<file path="config.mk">
export PLATFORM = sky130hd
export DESIGN_NAME = v_writeback
export DESIGN_NICKNAME = d
export VERILOG_FILES = /design/src/rtl/v_writeback_pkg.sv /design/src/rtl/v_regfile.sv /design/src/rtl/v_writeback.sv
export SDC_FILE = /design/constraint.sdc
export NUM_CORES = 2
export LEC_CHECK = 0
export CORE_ASPECT_RATIO = 0.5
export CORE_MARGIN = 5
export CORE_UTILIZATION = 50
export CTS_CLUSTER_SIZE = 12
export DETAILED_ROUTE_END_ITERATION = 12
export PLACE_DENSITY_LB_ADDON = 0.2
export SETUP_SLACK_MARGIN = 0.4
export SYNTH_ARGS = -nofsm -noshare
export SYNTH_HDL_FRONTEND = slang
export SYNTH_HIERARCHICAL = 1
export SYNTH_SLANG_ARGS = --single-unit
export TNS_END_PERCENT = 5
</file>
<file path="constraint.sdc">
create_clock -name clk -period 44.1 [get_ports clk]
set_clock_uncertainty 0.15 [all_clocks]
set_input_delay 8.82 -clock clk [delete_from_list [all_inputs] [get_ports clk]]
set_output_delay 8.82 -clock clk [all_outputs]
set_load 0.01 [all_outputs]
</file>
<file path="src/rtl/v_writeback_pkg.sv">
// Shared write-back definitions: default widths, the hard-wired zero register index,
// and opcode field encodings common to the memory/EX/WB stages.
package v_writeback_pkg;

  localparam int DW_DEF   = 32;
  localparam int AW_DEF   = 5;
  localparam int CNTW_DEF = 32;
  localparam int REG_ZERO = 0;

  typedef enum logic [6:0] {
    OP_LOAD   = 7'b0000011,
    OP_ALUI   = 7'b0010011,
    OP_STORE  = 7'b0100011,
    OP_ALU    = 7'b0110011,
    OP_BRANCH = 7'b1100011
  } opcode_e;

endpackage

</file>
<file path="src/rtl/v_regfile.sv">
// 2**AW x DW register file: one synchronous write port, two asynchronous read ports,
// async clear; index 0 is never written and always reads zero.
module v_regfile
  import v_writeback_pkg::*;
#(
  parameter int DW = DW_DEF,
  parameter int AW = AW_DEF
) (
  input  logic          clk,
  input  logic          rst,
  input  logic          we_i,
  input  logic [AW-1:0] wa_i,
  input  logic [DW-1:0] wd_i,
  input  logic [AW-1:0] ra1_i,
  input  logic [AW-1:0] ra2_i,
  output logic [DW-1:0] rd1_o,
  output logic [DW-1:0] rd2_o
);

  localparam int NREG = 2 ** AW;

  logic [DW-1:0] mem_q [NREG];
  logic          wr_en;

  assign wr_en = we_i && (wa_i != AW'(REG_ZERO));

  always_ff @(posedge clk or posedge rst) begin
    if (rst) begin
      for (int i = 0; i < NREG; i++) begin
        mem_q[i] <= '0;
      end
    end else if (wr_en) begin
      mem_q[wa_i] <= wd_i;
    end
  end

  always_comb begin
    rd1_o = '0;
    if (ra1_i != AW'(REG_ZERO)) begin
      rd1_o = mem_q[ra1_i];
    end
  end

  always_comb begin
    rd2_o = '0;
    if (ra2_i != AW'(REG_ZERO)) begin
      rd2_o = mem_q[ra2_i];
    end
  end

endmodule

</file>
<file path="src/rtl/v_writeback.sv">
// Write-back stage: MEM/WB register, commit into the register file one edge later,
// write-through bypass on both decode read ports, retired-instruction counter. Never stalls.
module v_writeback
  import v_writeback_pkg::*;
#(
  parameter int DW   = DW_DEF,
  parameter int AW   = AW_DEF,
  parameter int CNTW = CNTW_DEF
) (
  input  logic            clk,
  input  logic            rst,
  input  logic            valid_wbi,
  input  logic            ife_wbi,
  input  logic [AW-1:0]   Ri_wbi,
  input  logic [DW-1:0]   write_wbi,
  input  logic [AW-1:0]   ra1,
  input  logic [AW-1:0]   ra2,
  output logic [DW-1:0]   rd1,
  output logic [DW-1:0]   rd2,
  output logic            ife_wbo,
  output logic [AW-1:0]   Ri_wbo,
  output logic [DW-1:0]   write_wbo,
  output logic [CNTW-1:0] retired
);

  typedef struct packed {
    logic          valid;
    logic          ife;
    logic [AW-1:0] ri;
    logic [DW-1:0] data;
  } wb_t;

  wb_t             wb_q, wb_d;
  logic [CNTW-1:0] retired_q, retired_d;
  logic [DW-1:0]   rf_rd1, rf_rd2;

  always_comb begin
    wb_d.valid = valid_wbi;
    wb_d.ife   = valid_wbi & ife_wbi;
    wb_d.ri    = Ri_wbi;
    wb_d.data  = write_wbi;
  end

  // The instruction leaving the WB slot on this edge is the one being counted.
  always_comb begin
    retired_d = retired_q + CNTW'(wb_q.valid);
  end

  always_ff @(posedge clk or posedge rst) begin
    if (rst) begin
      wb_q      <= '0;
      retired_q <= '0;
    end else begin
      wb_q      <= wb_d;
      retired_q <= retired_d;
    end
  end

  v_regfile #(
    .DW (DW),
    .AW (AW)
  ) u_regfile (
    .clk   (clk),
    .rst   (rst),
    .we_i  (wb_q.ife),
    .wa_i  (wb_q.ri),
    .wd_i  (wb_q.data),
    .ra1_i (ra1),
    .ra2_i (ra2),
    .rd1_o (rf_rd1),
    .rd2_o (rf_rd2)
  );

  // The WB slot holds the youngest write, so it takes priority over the array.
  always_comb begin
    rd1 = rf_rd1;
    if (ra1 == AW'(REG_ZERO)) begin
      rd1 = '0;
    end else if (wb_q.ife && (wb_q.ri == ra1)) begin
      rd1 = wb_q.data;
    end
  end

  always_comb begin
    rd2 = rf_rd2;
    if (ra2 == AW'(REG_ZERO)) begin
      rd2 = '0;
    end else if (wb_q.ife && (wb_q.ri == ra2)) begin
      rd2 = wb_q.data;
    end
  end

  assign ife_wbo   = wb_q.ife;
  assign Ri_wbo    = wb_q.ri;
  assign write_wbo = wb_q.data;
  assign retired   = retired_q;

endmodule
</file>
# After elaboration in Yosys (flattened, before gate mapping)
# Index checks and enable logic that the tools add are counted.
[classes]
add_sub_neg = 1
n_lt_le_gt_ge = 4
eq_ne = 2
muxes = 15
n_bitwise = 4
reduce_logical = 9
[op_table]
columns = ["operator", "n"]
rows = [
  ["1024-bit bitwise mux", 1],
  ["32-bit 2-to-1 mux", 11],
  ["32-bit binary-select mux with 5-bit select", 2],
  ["32-bit demux with 5-bit select", 1],
  ["32-bit by 1-bit adder with 32-bit output", 1],
  ["6-bit greater-or-equal comparator, second input constant", 3],
  ["5-bit inverter with 6-bit output", 3],
  ["5-bit nonzero test", 3],
  ["5-bit equality test", 2],
  ["5-bit zero test", 2],
  ["6-bit by 1-bit < comparator with 1-bit output, second input constant", 1],
  ["1-bit logical AND", 4],
  ["1-bit bitwise AND", 1],
]
[word_totals]
ff_bits = 1095
in_bits = 51
out_inout_bits = 134
wordCells = 72

# Logic depth before layout (Yosys ltp)
[depth]
word_depth = 7
ltp_mapped = 9
mapped_depth_nobuf = 6

# By module
# The synthesis kept the hierarchy.
[modules_own_cells]
columns = ["mod", "n_inst", "cells_each", "area_per_inst_um2", "seq_area_each_um2"]
rows = [
  ["v_regfile", 1, 3614, 54732.5, 25624.6],
  ["v_writeback", 1, 448, 3996.3, 1776.7],
]

# Least setup slack after synthesis
# Ideal clock, no wire load.
[synth_timing]
path_kind = "in2out"
start = "input ra2[0]"
end = "output rd2[10]"
t_arrival_ps = 10342
slack_ps = 24788
cell_stages = 8
path_buffers = 3
path_cell_list = "buf_4 -> buf_4 -> nor2b_1 -> clkbuf_1 -> a22oi_1 -> a311oi_1 -> o21ai_0 -> a21oi_1"
[synth_between]
elab_chain_len = 7
elab_cells_between_ends = 11
cone_classes = "eq/ne (1); mux (6); bitwise (1); reduce/logical (3)"
[synth_rtl]
columns = ["item", "line_no", "text"]
rows = [
  ["start: declaration", "v_writeback.sv:17", "input logic [AW-1:0] ra2,"],
  ["5-bit inverter with 6-bit output (implied by the code)", "v_regfile.sv:47", "rd2_o = mem_q[ra2_i];"],
  ["32-bit binary-select mux with 5-bit select", "v_regfile.sv:47", ""],
  ["32-bit 2-to-1 mux (implied by the code) (2 in a row)", "v_regfile.sv:47", ""],
  ["32-bit 2-to-1 mux *", "v_regfile.sv:46", "if (ra2_i != AW'(REG_ZERO)) begin"],
  ["named net rf_rd2[10]", "v_writeback.sv:35", "logic [DW-1:0] rf_rd1, rf_rd2;"],
  ["32-bit 2-to-1 mux *", "v_writeback.sv:88", "end else if (wb_q.ife && (wb_q.ri == ra2)) begin"],
  ["32-bit 2-to-1 mux *", "v_writeback.sv:86", "if (ra2 == AW'(REG_ZERO)) begin"],
  ["end: declaration", "v_writeback.sv:19", "output logic [DW-1:0] rd2,"],
]
# Mark *: on every way through the listed nets, which the timed path passes. The rest lies on a longest branch. The select of a mux whose other input is x is not followed.

# Worst setup path in the final report
[layout_timing]
start = "input ra1[2]"
end = "output rd1[28]"
[layout_between]
elab_chain_len = 7
elab_cells_between_ends = 11
cone_classes = "eq/ne (1); mux (6); bitwise (1); reduce/logical (3)"
[layout_rtl]
columns = ["item", "line_no", "text"]
rows = [
  ["start: declaration", "v_writeback.sv:16", "input logic [AW-1:0] ra1,"],
  ["5-bit inverter with 6-bit output (implied by the code)", "v_regfile.sv:40", "rd1_o = mem_q[ra1_i];"],
  ["32-bit binary-select mux with 5-bit select", "v_regfile.sv:40", ""],
  ["32-bit 2-to-1 mux (implied by the code) (2 in a row)", "v_regfile.sv:40", ""],
  ["32-bit 2-to-1 mux *", "v_regfile.sv:39", "if (ra1_i != AW'(REG_ZERO)) begin"],
  ["named net rf_rd1[28]", "v_writeback.sv:35", ""],
  ["32-bit 2-to-1 mux *", "v_writeback.sv:79", "end else if (wb_q.ife && (wb_q.ri == ra1)) begin"],
  ["32-bit 2-to-1 mux *", "v_writeback.sv:77", "if (ra1 == AW'(REG_ZERO)) begin"],
  ["end: declaration", "v_writeback.sv:18", "output logic [DW-1:0] rd1,"],
]
# Marks and branches as above.

==> qor.yml <==
outcome: "finished clean"
required_ps: 35130
maxCapViolCount: 0
finish.utilization_pct: 55.0
cp.arrival_ps: 13590
min_from: "u_regfile/mem_q[1008]$_DFFE_PP0P_"
grt_util_all_layers_pct: 30.5
grt_pass1_wl_mm: 282
ys_warn_count: 6
grt_pass1_vias: 40000
area_delta_synth_final_pct: 8.63
drtPass1Iterations: 5
synth-edff-count: 0
synth.area.mux_share_pct: 39.6
clk_pin_slew_ps: 60
postRouteAntennaNets: 0
yosysUniqueCellTypes: 55
max-clock-path-buffers: 3
yosys.area_share.simple_pct: 2.84
setup_viol: 0
route.detailed.wl_per_inst_um: 34.0
p_leak_nw: 27.6
dieArea_um2: 125000
post_cts_resized: 0
drc: 0
min_path_type: "reg2reg"
fin_ws_ps: 21540
r2r_setup_slack_ps: 40700
ff2ff_path_depth: 4
clk_latency_ps: 750
drv_slew: 0
tightest_slew_ps: 1320
power_density_nw_per_um2: 39.7
die_y_um: 252
synth_area_um2: 58700
cp-startpoint: "ra1[2]"
rr_startpoint: "Ri_wbo[2]$_DFF_PP0_"
fmax_ghz: 0.0443
vdd_drop_max_mv: 0.0327
drive_gt1_share_pct: 44.1
start_util_pct: 50.7
routabilityCongestion: 0.839
critPathKind: "in2out"
ys_async_sr_fraction_pct: 100
io_buffers: 184
tns_ps: 0
yosysSeqAreaShare_pct: 46.7
layout.nets: 4007
synth-xor-area-share_pct: 0.597
worst_setup_path_end_kind: "primary output"
synthTopCellsByCount: "dfrtp_1 (1,095), mux2_2 (1,022), mux4_2 (448), clkbuf_1 (204), buf_2 (151)"
synth_top_cell_by_area: "dfrtp_1"
min_period_over_period_pct: 51.2
synth_top_family_by_area: "multiplexers"
gr-total-overflow: 0
r2r-end: "u_regfile/mem_q[531]$_DFFE_PP0P_"
synth.net_count: 4115
dpl.hpwl_mm: 111
cts_tree: "yes"
crit_fanout: 87
core_um2: 116000
post_cts_buffers: 0
pin_count: 185
syn_inst: 4062
finalHoldViolCount: 0
dp_slack_ps: 21670
period_needed_ps: 22560
cts_sinks: 1095
synth_most_common_cell: "dfrtp_1"
via_count: 38700
ys_ff_latch: 1095
grt_max_degree: 172
synth_area_leaders: "dfrtp_1 (47%), mux2_2 (20%), mux4_2 (17%), mux2i_1 (2.2%), clkbuf_1 (1.3%)"
routed_wl_mm: 190
ctsHoldBuffers: 0
ctsRootBufferMaster: "clkbuf_16"
synth-adder-area-share_pct: 0.0426
synth_compound_area_share_pct: 5.56
grt_setup_unrepaired: "no"
syn_area_per_cell_um2: 14.5
drtIter0Drc: 4039
cp-start-kind: "input port"
htree_levels: 3
synth_top_area_share_pct: 46.7
maxSlewHeadroom_pct: 11.8
critPathCapture: "rd1[28]"
antenna_found_initial: 4
numCtsBuffers: 105
vias_per_cell: 6.95
std_cell_rows: 88
die_w_um: 495
synthFlopType: "dfrtp_1"
[cell families after synthesis]
group | count (synthesis)
multiplexers | 1632
flip-flops | 1095
buffers and inverters | 503
AO/OA/AOI/OAI | 493
AND/OR/NAND/NOR | 297
XOR/XNOR | 40
adder cells (fa/ha/maj) | 2
[placed cells by master, fill, tap and decap left out, drive strengths merged, types with 7 or more instances in the layout]
cell	netlist	routed
nand2	62	62
xnor2	36	36
a21oi	64	64
mux4	448	448
nor2	28	28
clkbuf	207	140
a221oi	45	45
clkinv	0	7
buf	289	107
mux2i	128	128
nand3	77	77
o21ai	173	173
nand4	15	15
mux2	1056	1056
and2	8	8
dfrtp	1095	1095
inv	7	9
nor2b	67	67
o2111ai	19	19
clkdlybuf4s50	0	174
a22oi	64	64
a211oi	64	64
a311oi	64	64
[worst min path at each step]
stage                                              to  depth (start not counted)
global placement     u_regfile/mem_q[996]$_DFFE_PP0P_                          0
CTS                 u_regfile/mem_q[1014]$_DFFE_PP0P_                          0
floorplan           u_regfile/mem_q[1000]$_DFFE_PP0P_                          1
global route        u_regfile/mem_q[1003]$_DFFE_PP0P_                          0
finish              u_regfile/mem_q[1008]$_DFFE_PP0P_                          0
detailed placement  u_regfile/mem_q[1014]$_DFFE_PP0P_                          0
[power by group]
part,internal [mW],switching [mW]
clock network,0.456,0.392
registers,1.13,0.106
logic,0.250,0.199
total,1.84,0.696
[layer usage]
metal	vias up	global-route usage, %	share of wire [%]	wire [um]
met2	1970	45.4	44	84100
li1	15300	-	-	-
met4	2	10.6	4.0	7620
met1	20900	42.6	41	78100
met3	490	9.49	10	19700
met5	-	0.526	0.050	94
[flip-flops by register name, summed over array words and instances, names as in the netlist]
register         cells
write_wbo           32
u_regfile/mem_q   1024
wb_q                 1
retired             32
ife_wbo              1
Ri_wbo               5
[metrics by stage]
stage | power (mW) | hold slack (ps) | area (um2) | std cells
after floorplan | 1.55 | 291 | 58700 | 4062
after global routing | 2.63 | 258 | 63800 | 5572
after detailed placement | 1.69 | 232 | 60800 | 5422
after CTS | 2.54 | 248 | 63800 | 5572
after global placement | 1.67 | 226 | 60800 | 5422
final | 2.53 | 245 | 63800 | 5573
[critical path, stage by stage]
cell and delay [ps]:
buf_8 500, buf_4 680, buf_4 750, mux2i_1 160, a221oi_1 330, o21ai_0 160, a311oi_1 840, o21ai_0 250
a21oi_1 200, clkdlybuf4s50_1 600
[final cells by class]
| type | count | area [um2] |
|---|---|---|
| inverters | 7 | 40.0 |
| multi-input cells | 2464 | 28800 |
| clock buffers | 140 | 2880 |
| flip-flops and latches | 1095 | 27400 |
| clock inverters | 10 | 120 |
| repair buffers | 281 | 2620 |
| well taps | 1575 | 1970 |
| diodes | 1 | 2.50 |
| fillers | 9224 | 52100 |
Power figures use the tool's default switching activity.
